File: config.mk
export PLATFORM = sky130hd
export DESIGN_NAME = div_arbiter_flat
export DESIGN_NICKNAME = d
export VERILOG_FILES = /design/src/rtl/div_arbiter_if.sv /design/src/rtl/div_arbiter.sv /design/src/flat_wrapper.sv
export SDC_FILE = /design/constraint.sdc
export NUM_CORES = 1
export LEC_CHECK = 0
export BUFFER_PORTS_ARGS = -buffer_cell sky130_fd_sc_hd__buf_2
export CAP_MARGIN = 20
export CORE_AREA = 2 2 163 165
export CTS_CLUSTER_SIZE = 25
export DETAILED_ROUTE_END_ITERATION = 8
export DIE_AREA = 0 0 165 167
export PLACE_DENSITY_LB_ADDON = 0.12
export SLEW_MARGIN = 20
export SYNTH_ARGS = -nofsm -noshare
export SYNTH_HDL_FRONTEND = slang
export SYNTH_SLANG_ARGS = --single-unit
File: constraint.sdc
create_clock -name clk -period 8.3 [get_ports clk]
set_input_delay 0.415 -clock clk [delete_from_list [all_inputs] [get_ports clk]]
set_output_delay 0.415 -clock clk [all_outputs]
set_load 0.02 [all_outputs]
File: src/rtl/div_arbiter_if.sv
// div_arbiter_if
//   Valid/ready link between div_arbiter and one shared iterative
//   floating-point divider.
//   master : arbiter side  (drives operands, valid and cancel)
//   slave  : divider side  (drives ready, result valid, quotient, flags)
//   div_in_valid/div_in_ready  operand handshake
//   div_a, div_b, div_round_mode  operands and rounding mode
//   div_cancel     one-cycle abort of the operation in flight
//   div_out_valid  one-cycle result strobe with div_out/div_exceptions
interface div_arbiter_if #(
  parameter int WIDTH = 32
);
  logic             div_in_valid;
  logic [WIDTH-1:0] div_a;
  logic [WIDTH-1:0] div_b;
  logic [2:0]       div_round_mode;
  logic             div_cancel;
  logic             div_in_ready;
  logic             div_out_valid;
  logic [WIDTH-1:0] div_out;
  logic [4:0]       div_exceptions;

  modport master (
    output div_in_valid, div_a, div_b, div_round_mode, div_cancel,
    input  div_in_ready, div_out_valid, div_out, div_exceptions
  );

  modport slave (
    input  div_in_valid, div_a, div_b, div_round_mode, div_cancel,
    output div_in_ready, div_out_valid, div_out, div_exceptions
  );
endinterface

File: src/rtl/div_arbiter.sv
// div_arbiter
//   Round-robin arbiter/sequencer sharing one iterative divider among
//   N_REQ requesters. One operation is outstanding at a time; the result is
//   returned tagged with the requester ID. A flush input and a watchdog
//   cancel a hung operation.
// Ports
//   clk, rst            clock, asynchronous active-high reset
//   req_valid/req_ready per-requester request and one-hot accept strobe
//   req_a, req_b        packed operands, requester i at [i*WIDTH +: WIDTH]
//   round_mode          rounding mode, captured with the grant
//   flush               abort the in-flight operation / pending response
//   div_if              divider link (master side)
//   resp_*              response channel with valid/ready handshake
module div_arbiter #(
  parameter int N_REQ   = 4,
  parameter int WIDTH   = 32,
  parameter int ID_W    = $clog2(N_REQ),
  parameter int TIMEOUT = 64
) (
  input  logic                   clk,
  input  logic                   rst,
  input  logic [N_REQ-1:0]       req_valid,
  input  logic [N_REQ*WIDTH-1:0] req_a,
  input  logic [N_REQ*WIDTH-1:0] req_b,
  output logic [N_REQ-1:0]       req_ready,
  input  logic [2:0]             round_mode,
  input  logic                   flush,
  div_arbiter_if.master          div_if,
  output logic                   resp_valid,
  output logic [WIDTH-1:0]       resp_data,
  output logic [4:0]             resp_exc,
  output logic [ID_W-1:0]        resp_id,
  output logic                   resp_timeout,
  input  logic                   resp_ready
);
  localparam int WD_W = $clog2(TIMEOUT) + 1;

  typedef enum logic [1:0] {S_IDLE, S_ISSUE, S_WAIT, S_RESP} state_t;

  state_t            state_q, state_d;
  logic [ID_W-1:0]   rr_ptr_q, rr_ptr_d;
  logic [ID_W-1:0]   id_q, id_d;
  logic [WIDTH-1:0]  a_q, a_d, b_q, b_d;
  logic [2:0]        rm_q, rm_d;
  logic [WD_W-1:0]   wd_cnt_q, wd_cnt_d;
  logic [WIDTH-1:0]  resp_data_q, resp_data_d;
  logic [4:0]        resp_exc_q, resp_exc_d;
  logic              resp_timeout_q, resp_timeout_d;
  logic              resp_valid_q, resp_valid_d;
  logic              div_in_valid_q, div_in_valid_d;
  logic              div_cancel_q, div_cancel_d;

  logic [WIDTH-1:0]  req_a_arr [N_REQ];
  logic [WIDTH-1:0]  req_b_arr [N_REQ];

  generate
    for (genvar gi = 0; gi < N_REQ; gi++) begin : g_unpack
      assign req_a_arr[gi] = req_a[gi*WIDTH +: WIDTH];
      assign req_b_arr[gi] = req_b[gi*WIDTH +: WIDTH];
    end
  endgenerate

  // (ptr + off) mod N_REQ for off in 1..N_REQ; the sum stays below 2*N_REQ,
  // so a single conditional subtract is enough.
  function automatic logic [ID_W-1:0] wrap_idx(input logic [ID_W-1:0] ptr,
                                               input int unsigned   off);
    int unsigned s;
    s = 32'(ptr) + off;
    if (s >= 32'(N_REQ)) s = s - 32'(N_REQ);
    return s[ID_W-1:0];
  endfunction

  // Scan from the farthest offset down so the nearest valid requester after
  // rr_ptr is the one that sticks.
  logic            grant_found;
  logic [ID_W-1:0] grant_id;

  always_comb begin
    grant_found = 1'b0;
    grant_id    = '0;
    for (int k = N_REQ; k >= 1; k--) begin
      if (req_valid[wrap_idx(rr_ptr_q, 32'(k))]) begin
        grant_found = 1'b1;
        grant_id    = wrap_idx(rr_ptr_q, 32'(k));
      end
    end
  end

  // The accept strobe is combinational; it is gated by rst so every output
  // reads zero while reset is held.
  always_comb begin
    req_ready = '0;
    if (state_q == S_IDLE && grant_found && !rst) req_ready[grant_id] = 1'b1;
  end

  always_comb begin
    state_d        = state_q;
    rr_ptr_d       = rr_ptr_q;
    id_d           = id_q;
    a_d            = a_q;
    b_d            = b_q;
    rm_d           = rm_q;
    wd_cnt_d       = wd_cnt_q;
    resp_data_d    = resp_data_q;
    resp_exc_d     = resp_exc_q;
    resp_timeout_d = resp_timeout_q;
    resp_valid_d   = resp_valid_q;
    div_in_valid_d = div_in_valid_q;
    div_cancel_d   = 1'b0;
    case (state_q)
      S_IDLE: begin
        if (grant_found) begin
          state_d        = S_ISSUE;
          rr_ptr_d       = grant_id;
          id_d           = grant_id;
          a_d            = req_a_arr[grant_id];
          b_d            = req_b_arr[grant_id];
          rm_d           = round_mode;
          div_in_valid_d = 1'b1;
        end
      end
      S_ISSUE: begin
        // flush wins even if the divider accepts in the same cycle; the
        // cancel pulse then aborts whatever it took.
        if (flush) begin
          state_d        = S_IDLE;
          div_in_valid_d = 1'b0;
          div_cancel_d   = 1'b1;
        end else if (div_if.div_in_ready) begin
          state_d        = S_WAIT;
          div_in_valid_d = 1'b0;
          wd_cnt_d       = '0;
        end
      end
      S_WAIT: begin
        wd_cnt_d = wd_cnt_q + WD_W'(1);
        if (flush) begin
          state_d      = S_IDLE;
          div_cancel_d = 1'b1;
        end else if (div_if.div_out_valid) begin
          state_d        = S_RESP;
          resp_data_d    = div_if.div_out;
          resp_exc_d     = div_if.div_exceptions;
          resp_timeout_d = 1'b0;
          resp_valid_d   = 1'b1;
        end else if (wd_cnt_q == WD_W'(TIMEOUT - 1)) begin
          state_d        = S_RESP;
          div_cancel_d   = 1'b1;
          resp_data_d    = '0;
          resp_exc_d     = '0;
          resp_timeout_d = 1'b1;
          resp_valid_d   = 1'b1;
        end
      end
      S_RESP: begin
        if (flush || resp_ready) begin
          state_d      = S_IDLE;
          resp_valid_d = 1'b0;
        end
      end
      default: state_d = S_IDLE;
    endcase
  end

  always_ff @(posedge clk or posedge rst) begin
    if (rst) begin
      state_q        <= S_IDLE;
      rr_ptr_q       <= ID_W'(N_REQ - 1);
      id_q           <= '0;
      a_q            <= '0;
      b_q            <= '0;
      rm_q           <= '0;
      wd_cnt_q       <= '0;
      resp_data_q    <= '0;
      resp_exc_q     <= '0;
      resp_timeout_q <= 1'b0;
      resp_valid_q   <= 1'b0;
      div_in_valid_q <= 1'b0;
      div_cancel_q   <= 1'b0;
    end else begin
      state_q        <= state_d;
      rr_ptr_q       <= rr_ptr_d;
      id_q           <= id_d;
      a_q            <= a_d;
      b_q            <= b_d;
      rm_q           <= rm_d;
      wd_cnt_q       <= wd_cnt_d;
      resp_data_q    <= resp_data_d;
      resp_exc_q     <= resp_exc_d;
      resp_timeout_q <= resp_timeout_d;
      resp_valid_q   <= resp_valid_d;
      div_in_valid_q <= div_in_valid_d;
      div_cancel_q   <= div_cancel_d;
    end
  end

  assign div_if.div_in_valid   = div_in_valid_q;
  assign div_if.div_a          = a_q;
  assign div_if.div_b          = b_q;
  assign div_if.div_round_mode = rm_q;
  assign div_if.div_cancel     = div_cancel_q;

  assign resp_valid   = resp_valid_q;
  assign resp_data    = resp_data_q;
  assign resp_exc     = resp_exc_q;
  assign resp_id      = id_q;
  assign resp_timeout = resp_timeout_q;
endmodule

File: src/flat_wrapper.sv
// flat-port wrapper written by rule: the top's interface ports become plain ports
module div_arbiter_flat 
#(
  parameter int N_REQ   = 4,
  parameter int WIDTH   = 32,
  parameter int ID_W    = $clog2(N_REQ),
  parameter int TIMEOUT = 64
)
  (clk, rst, req_valid, req_a, req_b, req_ready, round_mode, flush, resp_valid, resp_data, resp_exc, resp_id, resp_timeout, resp_ready, div_if_div_in_valid, div_if_div_a, div_if_div_b, div_if_div_round_mode, div_if_div_cancel, div_if_div_in_ready, div_if_div_out_valid, div_if_div_out, div_if_div_exceptions);
  div_arbiter_if #(.WIDTH(WIDTH)) div_if_i ();
  input  logic clk;
  input  logic rst;
  input  logic [N_REQ-1:0] req_valid;
  input  logic [N_REQ*WIDTH-1:0] req_a;
  input  logic [N_REQ*WIDTH-1:0] req_b;
  output logic [N_REQ-1:0] req_ready;
  input  logic [2:0] round_mode;
  input  logic flush;
  output logic resp_valid;
  output logic [WIDTH-1:0] resp_data;
  output logic [4:0] resp_exc;
  output logic [ID_W-1:0] resp_id;
  output logic resp_timeout;
  input  logic resp_ready;
  output wire logic [$bits(div_if_i.div_in_valid)-1:0] div_if_div_in_valid;
  output wire logic [$bits(div_if_i.div_a)-1:0] div_if_div_a;
  output wire logic [$bits(div_if_i.div_b)-1:0] div_if_div_b;
  output wire logic [$bits(div_if_i.div_round_mode)-1:0] div_if_div_round_mode;
  output wire logic [$bits(div_if_i.div_cancel)-1:0] div_if_div_cancel;
  input wire logic [$bits(div_if_i.div_in_ready)-1:0] div_if_div_in_ready;
  input wire logic [$bits(div_if_i.div_out_valid)-1:0] div_if_div_out_valid;
  input wire logic [$bits(div_if_i.div_out)-1:0] div_if_div_out;
  input wire logic [$bits(div_if_i.div_exceptions)-1:0] div_if_div_exceptions;
  assign div_if_div_in_valid = div_if_i.div_in_valid;
  assign div_if_div_a = div_if_i.div_a;
  assign div_if_div_b = div_if_i.div_b;
  assign div_if_div_round_mode = div_if_i.div_round_mode;
  assign div_if_div_cancel = div_if_i.div_cancel;
  assign div_if_i.div_in_ready = div_if_div_in_ready;
  assign div_if_i.div_out_valid = div_if_div_out_valid;
  assign div_if_i.div_out = div_if_div_out;
  assign div_if_i.div_exceptions = div_if_div_exceptions;
  div_arbiter #(.N_REQ(N_REQ), .WIDTH(WIDTH), .ID_W(ID_W), .TIMEOUT(TIMEOUT)) u_core (.clk(clk), .rst(rst), .req_valid(req_valid), .req_a(req_a), .req_b(req_b), .req_ready(req_ready), .round_mode(round_mode), .flush(flush), .div_if(div_if_i), .resp_valid(resp_valid), .resp_data(resp_data), .resp_exc(resp_exc), .resp_id(resp_id), .resp_timeout(resp_timeout), .resp_ready(resp_ready));
endmodule
## After elaboration in Yosys (flattened, before gate mapping)

Cells that the tools add are included.

- Reductions and logical operators: 16
- $lt $le $gt $ge: 11
- Multipliers: 0
- Divide/modulo/power cells: 0
- Shift operators: 0
- Equality and inequality tests: 12
- Multiplexer cells: 59
- Add/subtract/negate cells: 9
- Bitwise logic cells: 2

Operator list:

| cell | number |
|---|---|
| two-way mux 32 bit | 6 |
| binary-select mux 32 bit (select 2 bit) | 2 |
| two-way mux 2 bit | 15 |
| two-way mux 1 bit | 21 |
| less-than comparator 2 x 3 -> 1 bit, second input constant | 5 |
| two-way mux 7 bit | 2 |
| case mux 7 bit (2 select lines) | 1 |
| >= comparator 3 bit, second input constant | 4 |
| two-way mux 5 bit | 2 |
| AND reduction 3 bit | 3 |
| binary-select mux 1 bit (select 2 bit) | 4 |
| case mux 2 bit (4 select lines) | 1 |
| AND reduction 4 bit | 2 |
| nonzero test 2 bit | 4 |
| subtractor 2 x 1 -> 2 bit, second input constant | 4 |
| adder 7 x 1 -> 7 bit, second input constant | 1 |
| == test 7 x 6 -> 1 bit, second input constant | 1 |
| adder 2 x 2 -> 3 bit, second input constant | 2 |
| != test 2 bit, second input constant | 3 |
| case mux 1 bit (2 select lines) | 3 |
| adder 2 x 3 -> 4 bit, second input constant | 1 |
| == test 2 bit, second input constant | 2 |
| >= comparator 4 x 3 -> 1 bit, second input constant | 1 |
| two-way mux 4 bit | 1 |
| other kinds (15) | 18 |

- Bits in read-only memories: 0
- Word-level logic and storage cells: 122
- Bits in latches: 0
- Memories: 0
- Register bits after elaboration: 121
- Memory bits (writable): 0

## Depth between registers and ports, before layout

Gate-level depths: netlist (run 1).

- Depth in word-level cells: 14
- Depth in mapped cells: 8
- Depth with buffers taken out: 7

## Worst setup path before layout (run 1)

No wires, ideal clock.

- Path kind: register to output
- Start point: register u_core.rr_ptr_q[1]
- End point: output req_ready[1]
- Cell stages (with the launch flop): 8
- Data required time: 7.885 ns
- Arrival time: 2.011 ns
- Path slack: 5.874 ns
- Cell sequence: dfstp_2 -> nand2_1 -> a21o_1 -> and3_1 -> buf_2 -> buf_4 -> buf_6 -> nor4_1

- Longest elaborated chain between the ends: 14
- Elaborated cells on any way between the ends: 40
- Those cells by class: 8 x add/sub; 6 x order compare; 23 x mux; 3 x reduce/logical

RTL lines:

| element | RTL line | RTL |
|---|---|---|
| start: declaration | div_arbiter.sv:41 | `logic [ID_W-1:0] rr_ptr_q, rr_ptr_d;` |
| start signal: assignment | div_arbiter.sv:168 | `rr_ptr_q <= ID_W'(N_REQ - 1);` |
| start signal: assignment | div_arbiter.sv:182 | `rr_ptr_q <= rr_ptr_d;` |
| adder 2 x 3 -> 4 bit | div_arbiter.sv:68 | `s = 32'(ptr) + off;` |
| >= comparator 4 x 3 -> 1 bit / subtractor 2 x 1 -> 2 bit (equally long branches) | div_arbiter.sv:69 | `if (s >= 32'(N_REQ)) s = s - 32'(N_REQ);` |
| two-way mux 2 bit | div_arbiter.sv:69 |  |
| binary-select mux 1 bit (select 2 bit) | div_arbiter.sv:82 | `if (req_valid[wrap_idx(rr_ptr_q, 32'(k))]) begin` |
| two-way mux 1 bit (implied by the code) | div_arbiter.sv:82 |  |
| two-way mux 2 bit (4 in series) | div_arbiter.sv:82 |  |
| less-than comparator 2 x 3 -> 1 bit (implied by the code) / >= comparator 2 x 1 -> 1 bit (equally long branches) | div_arbiter.sv:93 | `if (state_q == S_IDLE && grant_found && !rst) req_ready[grant_id] = 1'b1;` |
| logical AND 1 bit (implied by the code) | div_arbiter.sv:93 |  |
| two-way mux 1 bit (implied by the code) | div_arbiter.sv:93 |  |
| demux 1 bit (select 2 bit) | - |  |
| two-way mux 4 bit (*) | div_arbiter.sv:93 |  |
| end: declaration | flat_wrapper.sv:16 | `output logic [N_REQ-1:0] req_ready;` |

Every way passes the cells marked *; elsewhere a longest branch is shown, timed or not. The select of a mux whose other input is x is not followed.

## Worst setup path in the final report (run 1)

- Start point: register u_core.rr_ptr_q[1]
- End point: output req_ready[3]

Same word-level chain as after synthesis.

==> results of run 1 <==
per-layer routing:
layer	global-route usage (%)	up-vias
li1	-	3295
met1	23.9	3344
met2	34.1	287
met3	6.60	23
met4	5.56	4
met5	0	-
path summary, 6_finish.rpt:
check	startpoint	end	slack [ps]	depth (start not counted)
max in group asynchronous	rst	u_core.div_if.div_b[29]	6980	3
hold reg to reg	u_core.div_if.div_round_mode[2]	u_core.div_if.div_round_mode[2]	480	2
hold / removal	rst	u_core.div_if.div_a[31]	110	2
setup reg to reg	u_core.rr_ptr_q[1]	u_core.div_if.div_b[24]	5020	7
setup / recovery	u_core.rr_ptr_q[1]	req_ready[3]	4440	7
min in group clk	round_mode[2]	u_core.div_if.div_round_mode[2]	190	3
where the power goes:
group          switching [mW]  internal (mW)  total, mW
sequential              0.149          0.875       1.02
combinational            1.23          0.701       1.94
clock                   0.329          0.424      0.753
worst max-delay path: cells and delay by family, from the launching register on:
kind                   cells  cell delay [ps]
buffers and inverters      3             1340
and+or+nand+nor            3              960
DFF                        1              590
AOI/OAI and AO/OA          1              110
layout by cell type (no fill, tap or decap), types with 20 or more instances in the layout:
master / synthesis / routed
buf_2: 16 / 419
dfrtp_1: 119 / 119
nor2_1: 76 / 75
mux2i_1: 67 / 67
a211oi_1: 65 / 65
and3_1: 64 / 63
a221oi_1: 43 / 43
a22o_1: 42 / 42
nand2_1: 21 / 20
a221oi_2: 20 / 20
metrics by stage:
stage               worst slack [ps]  total power, mW
floorplan                       4670             2.34
global placement                4830             2.99
detailed placement              4800             3.00
CTS                             4350             3.77
global route                    4190             3.97
finish                          4440             3.71
flip-flops by register name, indices dropped and copies added (netlist names), 3 cells and up:
signal / cells
u_core.wd_cnt_q: 7
u_core.div_if.div_round_mode: 3
u_core.resp_data: 32
u_core.resp_exc: 5
u_core.div_if.div_a: 32
u_core.div_if.div_b: 32
layout make-up:
cell class                      instances  share of cell area [%]
Clock inverter                         15                    1.60
Inverter                                5                   0.219
Clock buffer                           17                    4.38
Tap cell                              335                    4.32
Sequential cell                       121                    31.2
Multi-Input combinational cell        461                    35.6
Antenna cell                           10                   0.258
Timing Repair Buffer                  428                    22.3
kinds of logic after synthesis:
logic type / count (synthesis)
AND/OR/NAND/NOR: 190
multiplexers: 68
XOR/XNOR: 1
adder cells (fa/ha/maj): 5
flip-flops: 121
buffers and inverters: 74
AO/OA/AOI/OAI: 197
==> metrics.cfg, run 1 <==
[global_route]
grt_pass1_vias = 6922
grt_usage_pct = 20.0
grt_max_degree = 78
globalRouteOverflowTotal = 0
grt_pass1_wl_um = 42000
antenna_found_initial = 12

[critical_path]
crit_path_end_kind = output pin
cp_slowest_stage_delay_ps = 740
cpMaxStageDelayCell = and3_4
worstSetupStartpointType = flip-flop
critPathRequiredTime_ps = 7890
crit_top_cell = buf_4
path_class = flip-flop to output pin
cp_max_fo = 66
path_cells = nand2b_1, a21o_2, buf_4, and3_4, buf_4, nor3_1, buf_2
worstPathArrival_ps = 3450

[floorplanning]
core_area_mm2 = 0.0258
die_y_um = 167
rows = 59
initial_core_util_pct = 26.3
ios = 420
die_area_mm2 = 0.0276
chipWidth_um = 165

[routing]
wl_met1_um = 11200
ant_nets = 0
wl_met2_um = 14200
top_layer_used = met5
wl_per_cell_um = 20.2
drt_wl_total_um = 28200
vias = 6953
dr.pass1.iters = 5
avgViaCountPerCell = 4.99
route.met3.wl_um = 2310
drt-initial-drc-count = 348
drc_errors = 0

[synthesis]
synth.distinct_cells = 39
synth_most_common_cell = dfrtp_1
synth-edff-count = 0
synth_ff_type = dfrtp_1
yosys-top-cells-count = dfrtp_1, nor2_1, mux2i_1
avgSynthCellArea_um2 = 10.3
synthCells = 656
synthMuxAreaShare_pct = 10.1
yosys.area.top_type_share_pct = 44.0
ys_seq_area_share_pct = 44.8
synth-adder-area-share_pct = 0.925
synth_compound_area_share_pct = 25.3
yosys.area_share.simple_pct = 13.9
synth_top_family_by_area = compound AO/OA/AOI/OAI gates
synth_xor_area_share_pct = 0.129
yosys.area.top_type = dfrtp_1
syn_nets = 967
async_flop_share_pct = 100
syn_area_mm2 = 0.00677
synth_seq_cells = 121
synth.area.top_cells = dfrtp_1, mux2i_1, a211oi_1
yosys_warnings = 0

[clock_network]
h-tree-depth = 4
clk-insertion-delay-late_ps = 420
cts_sinks = 121
ctsHoldBuffers = 0
clk_path_buf_depth = 2
cts_tree = built
cts-root-buf = clkbuf_16
cts_made_buffers = 17
post-cts-setup-buffers = 0
cts_resized = 0
clk_pin_slew_ps = 60

[placed_design]
buffer_ports.inserted = 419
placed_area_mm2 = 0.00909
dp_cells = 1350
place_hpwl_um = 19800
place.gp.congestion = 0.838

[timing]
setup_viol = 0
rsz0062_at_grt = no
finalCritPeriodShare_pct = 46.6
slew_headroom_pct = 32.2
whs_ps = 112
tns_ps = 0
tightest_slew_ps = 1020
final_hold_viol_count = 0
period_minus_slack_ps = 3860
finClkSkew_ps = 15.4
timing.final.max_slew_violations = 0
fmax_mhz = 259

[finish]
design_area_mm2 = 0.00970
area_growth_pct = 43.4
nNetsFinal = 1345
final_core_util_pct = 37.7
multiInputGateArea_mm2 = 0.00346
finalNonFillerCells = 1392
ff_latch_area_mm2 = 0.00303
drive_gt1_share_pct = 47.2
fillCellCount = 2649

[pwr]
power_density_mw_per_mm2 = 383
power.leakage_nw = 4.91
ir_drop_mv = 0.142

[run]
max-cap-violations = 0

[worst_hold_path]
worstHoldPathType = primary input to asynchronous set/reset pin

[status]
status = complete, no violations

No activity file was read; power rests on OpenSTA's default activity.
==> run 2: changes to the inputs <==
--- a/config.mk
+++ b/config.mk
@@ -7,10 +7,10 @@
 export LEC_CHECK = 0
 export BUFFER_PORTS_ARGS = -buffer_cell sky130_fd_sc_hd__buf_2
 export CAP_MARGIN = 20
-export CORE_AREA = 2 2 163 165
+export CORE_AREA = 2 2 165 167
 export CTS_CLUSTER_SIZE = 25
 export DETAILED_ROUTE_END_ITERATION = 8
-export DIE_AREA = 0 0 165 167
+export DIE_AREA = 0 0 167 169
 export PLACE_DENSITY_LB_ADDON = 0.12
 export SLEW_MARGIN = 20
 export SYNTH_ARGS = -nofsm -noshare
==> constraint.sdc (replaced) <==
create_clock -name clk -period 3.4 [get_ports clk]
set_input_delay 0.17 -clock clk [delete_from_list [all_inputs] [get_ports clk]]
set_output_delay 0.17 -clock clk [all_outputs]
set_load 0.02 [all_outputs]
==> metrics.cfg, run 2 (synthesis gave the netlist of run 1 again) <==
[status]
status = complete, no violations

[finish]
area_growth_pct = 51.3
drive_gt1_share_pct = 45.9
final_common_cell = buf_2
design_area_mm2 = 0.0102
nNetsFinal = 1395
final_cell_mix = buf_2, dfrtp_1, nor2_1
fillCellCount = 2727

[pwr]
p_sw_mw = 4.17
ir_drop_mv = 0.428
power_mw = 9.30
pwr-share-seq_pct = 27.0
power.leakage_nw = 5.17
power_frac_comb_pct = 52.1
intPower_mw = 5.13
p_sw_share_pct = 44.8
power.share.clock_pct = 21.0
power_density_mw_per_mm2 = 909

[routing]
drt_wl_total_um = 28500
wl_per_cell_um = 19.8
drc_errors = 0
avgViaCountPerCell = 4.90
drt-initial-drc-count = 306
dr.pass1.iters = 4
ant_nets = 0
vias = 7057

[clock_network]
h-tree-depth = 4
cts_tree = built
cts_sinks = 121
clk_path_buf_depth = 2
clk-insertion-delay-late_ps = 420
clk_pin_slew_ps = 70
cts_resized = 0
cts_made_buffers = 17
cts-root-buf = clkbuf_16

[timing]
timing.final.max_slew_violations = 0
rsz0062_at_grt = no
tightest_slew_ps = 991
fin_ws_ps = 570
finalCritPeriodShare_pct = 83.2
fmax_mhz = 353
setup_viol = 0
tns_ps = 0
whs_ps = 85.9
slew_headroom_pct = 33.9
period_minus_slack_ps = 2830
final_hold_viol_count = 0
finClkSkew_ps = 14.4

[global_route]
grt_pass1_wl_um = 43100
grt_max_degree = 71
antenna_found_initial = 4
grt_pass1_vias = 7284
grt_usage_pct = 19.7
globalRouteOverflowTotal = 0

[placed_design]
dp_slack_ps = 898
place_hpwl_um = 20200
placed_area_mm2 = 0.00919
place.gp.congestion = 0.776
buffer_ports.inserted = 419

[worst_hold_path]
whs_endpoint = u_core.div_if.div_a[3]
min_from = req_a[35]
worstHoldPathCells = 3
worstHoldPathType = primary input to flip-flop

[critical_path]
path_class = flip-flop to output pin
rr_worst_depth = 5
r2r_slack_ps = 920
r2r-start = u_core.rr_ptr_q[1]
worstPathArrival_ps = 2660
cp_max_fo = 35
timing.rr.end = u_core.div_if.div_b[21]
critPathRequiredTime_ps = 3230
worstSetupStartpointType = flip-flop
crit_path_end_kind = output pin

[floorplanning]
rows = 60
die_y_um = 169
core_area_mm2 = 0.0265
die_area_mm2 = 0.0282
initial_core_util_pct = 25.5
ios = 420
chipWidth_um = 167

[run]
max-cap-violations = 0

run 2: worst max path at each step:
stage / from / to / slack (ps) / cells past startpoint
after floorplan: rst / u_core.div_if.div_a[0] / 20 / 1
after global placement: u_core.rr_ptr_q[1] / u_core.div_if.div_b[30] / 950 / 5
after detailed placement: u_core.rr_ptr_q[1] / u_core.div_if.div_a[5] / 900 / 6
after CTS: u_core.rr_ptr_q[1] / req_ready[0] / 470 / 6
after global routing: u_core.rr_ptr_q[1] / req_ready[0] / 310 / 6
final: u_core.rr_ptr_q[1] / req_ready[0] / 570 / 6
run 2: what timing repair did:
action	in CTS	in global routing
endpoints found under the hold margin	89	0
buffers inserted	0	0
hold buffers	41	0
run 2: stage by stage:
step	instances	util, %
final	1440	38.6
after global routing	1440	38.6
after CTS	1438	38.6
after detailed placement	1365	34.7
after global placement	1365	34.7
after floorplan	656	-
run 2: routing by layer:
metal	share of wire, %	global-route usage (%)	vias up
li1	-	-	3392
met1	42	24.7	3336
met2	49	33.3	296
met3	7.0	5.47	29
met4	1.6	5.43	4
met5	0.063	0	-
run 2: layout make-up:
class | instances | area [um2] | area share [%]
clock buffer | 18 | 439 | 4.29
clock inverter | 14 | 188 | 1.83
antenna | 2 | 5.00 | 0.0489
multi-input combinational | 461 | 3460 | 33.8
timing repair buffer | 478 | 2670 | 26.1
sequential | 121 | 3030 | 29.6
inverter | 5 | 21.3 | 0.208
tap | 341 | 427 | 4.17
run 2: worst max-delay path, stage by stage (launching register included):
cell and delay (ps):
dfstp_2 580, a21boi_0 150, o21bai_4 200, nand3_4 460, buf_4 430, nor4_1 190
buf_2 210
run 2: power groups by stage:
stage | Combinational (mW) | Sequential, mW | Clock (mW)
finish | 4.84 | 2.51 | 1.95
global route | 5.27 | 2.60 | 2.07
CTS | 4.92 | 2.51 | 2.01
detailed placement | 4.88 | 2.52 | 0
global placement | 4.85 | 2.51 | 0
floorplan | 2.45 | 3.26 | 0
==> run 3: changes to the inputs <==
--- a/config.mk
+++ b/config.mk
@@ -5,12 +5,13 @@
 export SDC_FILE = /design/constraint.sdc
 export NUM_CORES = 1
 export LEC_CHECK = 0
+export ABC_AREA = 1
 export BUFFER_PORTS_ARGS = -buffer_cell sky130_fd_sc_hd__buf_2
 export CAP_MARGIN = 20
-export CORE_AREA = 2 2 165 167
+export CORE_AREA = 2 2 164 166
 export CTS_CLUSTER_SIZE = 25
 export DETAILED_ROUTE_END_ITERATION = 8
-export DIE_AREA = 0 0 167 169
+export DIE_AREA = 0 0 166 168
 export PLACE_DENSITY_LB_ADDON = 0.12
 export SLEW_MARGIN = 20
 export SYNTH_ARGS = -nofsm -noshare
==> constraint.sdc (replaced) <==
create_clock -name clk -period 2.3 [get_ports clk]
set_input_delay 0.115 -clock clk [delete_from_list [all_inputs] [get_ports clk]]
set_output_delay 0.115 -clock clk [all_outputs]
set_load 0.02 [all_outputs]
==> metrics.cfg, run 3 <==
[status]
status = finished with violations
violations = negative setup slack

[synthesis]
async_flop_share_pct = 100
synth-edff-count = 0
synth-adder-area-share_pct = 0.773
syn_area_mm2 = 0.00809
syn_nets = 1614
yosys-top-cells-count = nand2_1, nand3_1, inv_1
synth_xor_area_share_pct = 0.108
yosys.area.top_type = dfrtp_1
synthMuxAreaShare_pct = 0
ys_seq_area_share_pct = 37.5
yosys_warnings = 0
synth_ff_type = dfrtp_1
yosys.area_share.simple_pct = 47.0
synth_most_common_cell = nand2_1
synth.distinct_cells = 31
synth_top_family_by_area = simple AND/OR/NAND/NOR gates
avgSynthCellArea_um2 = 6.21
synth_seq_cells = 121
synthCells = 1303
synth_compound_area_share_pct = 1.39
synth.area.top_cells = dfrtp_1, nand2_1, nand3_1
yosys.area.top_type_share_pct = 36.8

[timing]
whs_ps = 69.8
slew_headroom_pct = 53.5
finClkSkew_ps = 12.0
setup_viol = 4
final_hold_viol_count = 0
period_minus_slack_ps = 2360
fmax_mhz = 423
rsz0062_at_grt = yes
tns_ps = -180
timing.final.max_slew_violations = 0
finalCritPeriodShare_pct = 103
tightest_slew_ps = 697
fin_ws_ps = -62.2

[critical_path]
path_cells = inv_6, nand2_1, nand2_2, nand2_1, nand2_1, inv_2, nand2_2, nand2_4, nand2_8, buf_16, nor3_4, buf_6
crit_top_cell = nand2_1
worstPathArrival_ps = 2250
worstSetupStartpointType = flip-flop
cpMaxStageDelayCell = dfstp_2
critPathRequiredTime_ps = 2180
cp_max_fo = 7
crit_path_end_kind = output pin
cp_slowest_stage_delay_ps = 630
path_class = flip-flop to output pin

[routing]
vias = 9844
drt-initial-drc-count = 639
drc_errors = 0
avgViaCountPerCell = 4.63
wl_per_cell_um = 16.3
drt_wl_total_um = 34700
dr.pass1.iters = 5
ant_nets = 0

[clock_network]
cts_tree = built
clk-insertion-delay-late_ps = 420
cts_sinks = 121
cts_made_buffers = 17
h-tree-depth = 4
clk_path_buf_depth = 2
clk_pin_slew_ps = 70
cts-root-buf = clkbuf_16

[global_route]
met2_usage_pct = 39.1
grt_pass1_vias = 9383
use_met1_pct = 27.6
grt_usage_pct = 22.3
antenna_found_initial = 7
grt_max_degree = 122
grt_pass1_wl_um = 49900
globalRouteOverflowTotal = 0
grtUsageMet3_pct = 4.09
top_usage_layer = met2

[run]
max-cap-violations = 0

[floorplanning]
core_area_mm2 = 0.0264
die_y_um = 168
initial_core_util_pct = 30.7
die_area_mm2 = 0.0279
chipWidth_um = 166
ios = 420
rows = 60

[finish]
drive_gt1_share_pct = 32.0
final_cell_mix = nand2_1, buf_2, nand3_1
final_core_util_pct = 46.8
area_growth_pct = 52.4
final_common_cell = nand2_1
nNetsFinal = 2074

[pwr]
power_density_mw_per_mm2 = 1900
power_mw = 23.4
ir_drop_mv = 0.816
power.leakage_nw = 7.58

[placed_design]
dp_slack_ps = 27.6
place_hpwl_um = 21100
buffer_ports.inserted = 419
place.gp.congestion = 0.878

[worst_hold_path]
worstHoldPathType = primary input to flip-flop

## run 3: cell families (layout without fill, tap and decap cells)
family	count (synthesis)	in the layout
other cells	0	7
compound gates	20	20
xor+xnor	1	1
buf+inv	242	715
fa+ha+maj	5	5
simple gates	914	914
flops	121	121
## run 3: worst paths after layout
kind | startpoint | to | slack, ps | cells after the start
worst max-delay path | u_core.rr_ptr_q[0] | req_ready[0] | -60 | 12
worst min-delay path | req_a[122] | u_core.div_if.div_a[26] | 70 | 7
worst max register to register | u_core.rr_ptr_q[0] | u_core.state_q[1] | 20 | 16
worst min register to register | u_core.resp_exc[1] | u_core.resp_exc[1] | 470 | 2
max in group asynchronous | rst | u_core.div_if.div_b[26] | 1250 | 4
min in group asynchronous | rst | u_core.div_if.div_a[13] | 510 | 4
## run 3: per-stage QoR
step / cell area [um2] / std cells
3_3_place_gp: 10500 / 2006
6_report: 12300 / 2124
2_1_floorplan: 8090 / 1303
4_1_cts: 11900 / 2102
5_1_grt: 12300 / 2124
3_5_place_dp: 10500 / 2006
## run 3: area by class of cell
cell class | instances | area (um2)
diodes | 7 | 17.5
repair buffers | 524 | 3520
well taps | 341 | 427
multi-input cells | 940 | 4150
fillers | 2765 | 14000
clock inverters | 15 | 148
inverters | 159 | 613
flip-flops and latches | 121 | 3030
clock buffers | 17 | 425
## run 3: metal layers
layer,up-vias,wire length (um)
met5,-,0
met4,0,1010
met3,57,1960
met2,341,17200
met1,4523,14500
li1,4923,-
## run 3: report_power, final
part	switching (mW)	internal, mW
combinational	10.4	6.55
clock	1.22	1.44
sequential	0.561	3.23
total	12.2	11.2
## run 3: repair_timing
item	CTS	global route
hold buffers	41	0
gates cloned	4	11
endpoints found under the hold margin	159	0
resized for setup	35	30
pin swaps	18	14
endpoints found under the setup margin	4	69
buffers inserted	19	5
## run 3: worst max-delay path: cells and delay by family, from the launching register on
| kind | cells | cell delay (ps) |
|---|---|---|
| buffers and inverters | 4 | 450 |
| flip-flops | 1 | 630 |
| AND/OR/NAND/NOR | 8 | 750 |
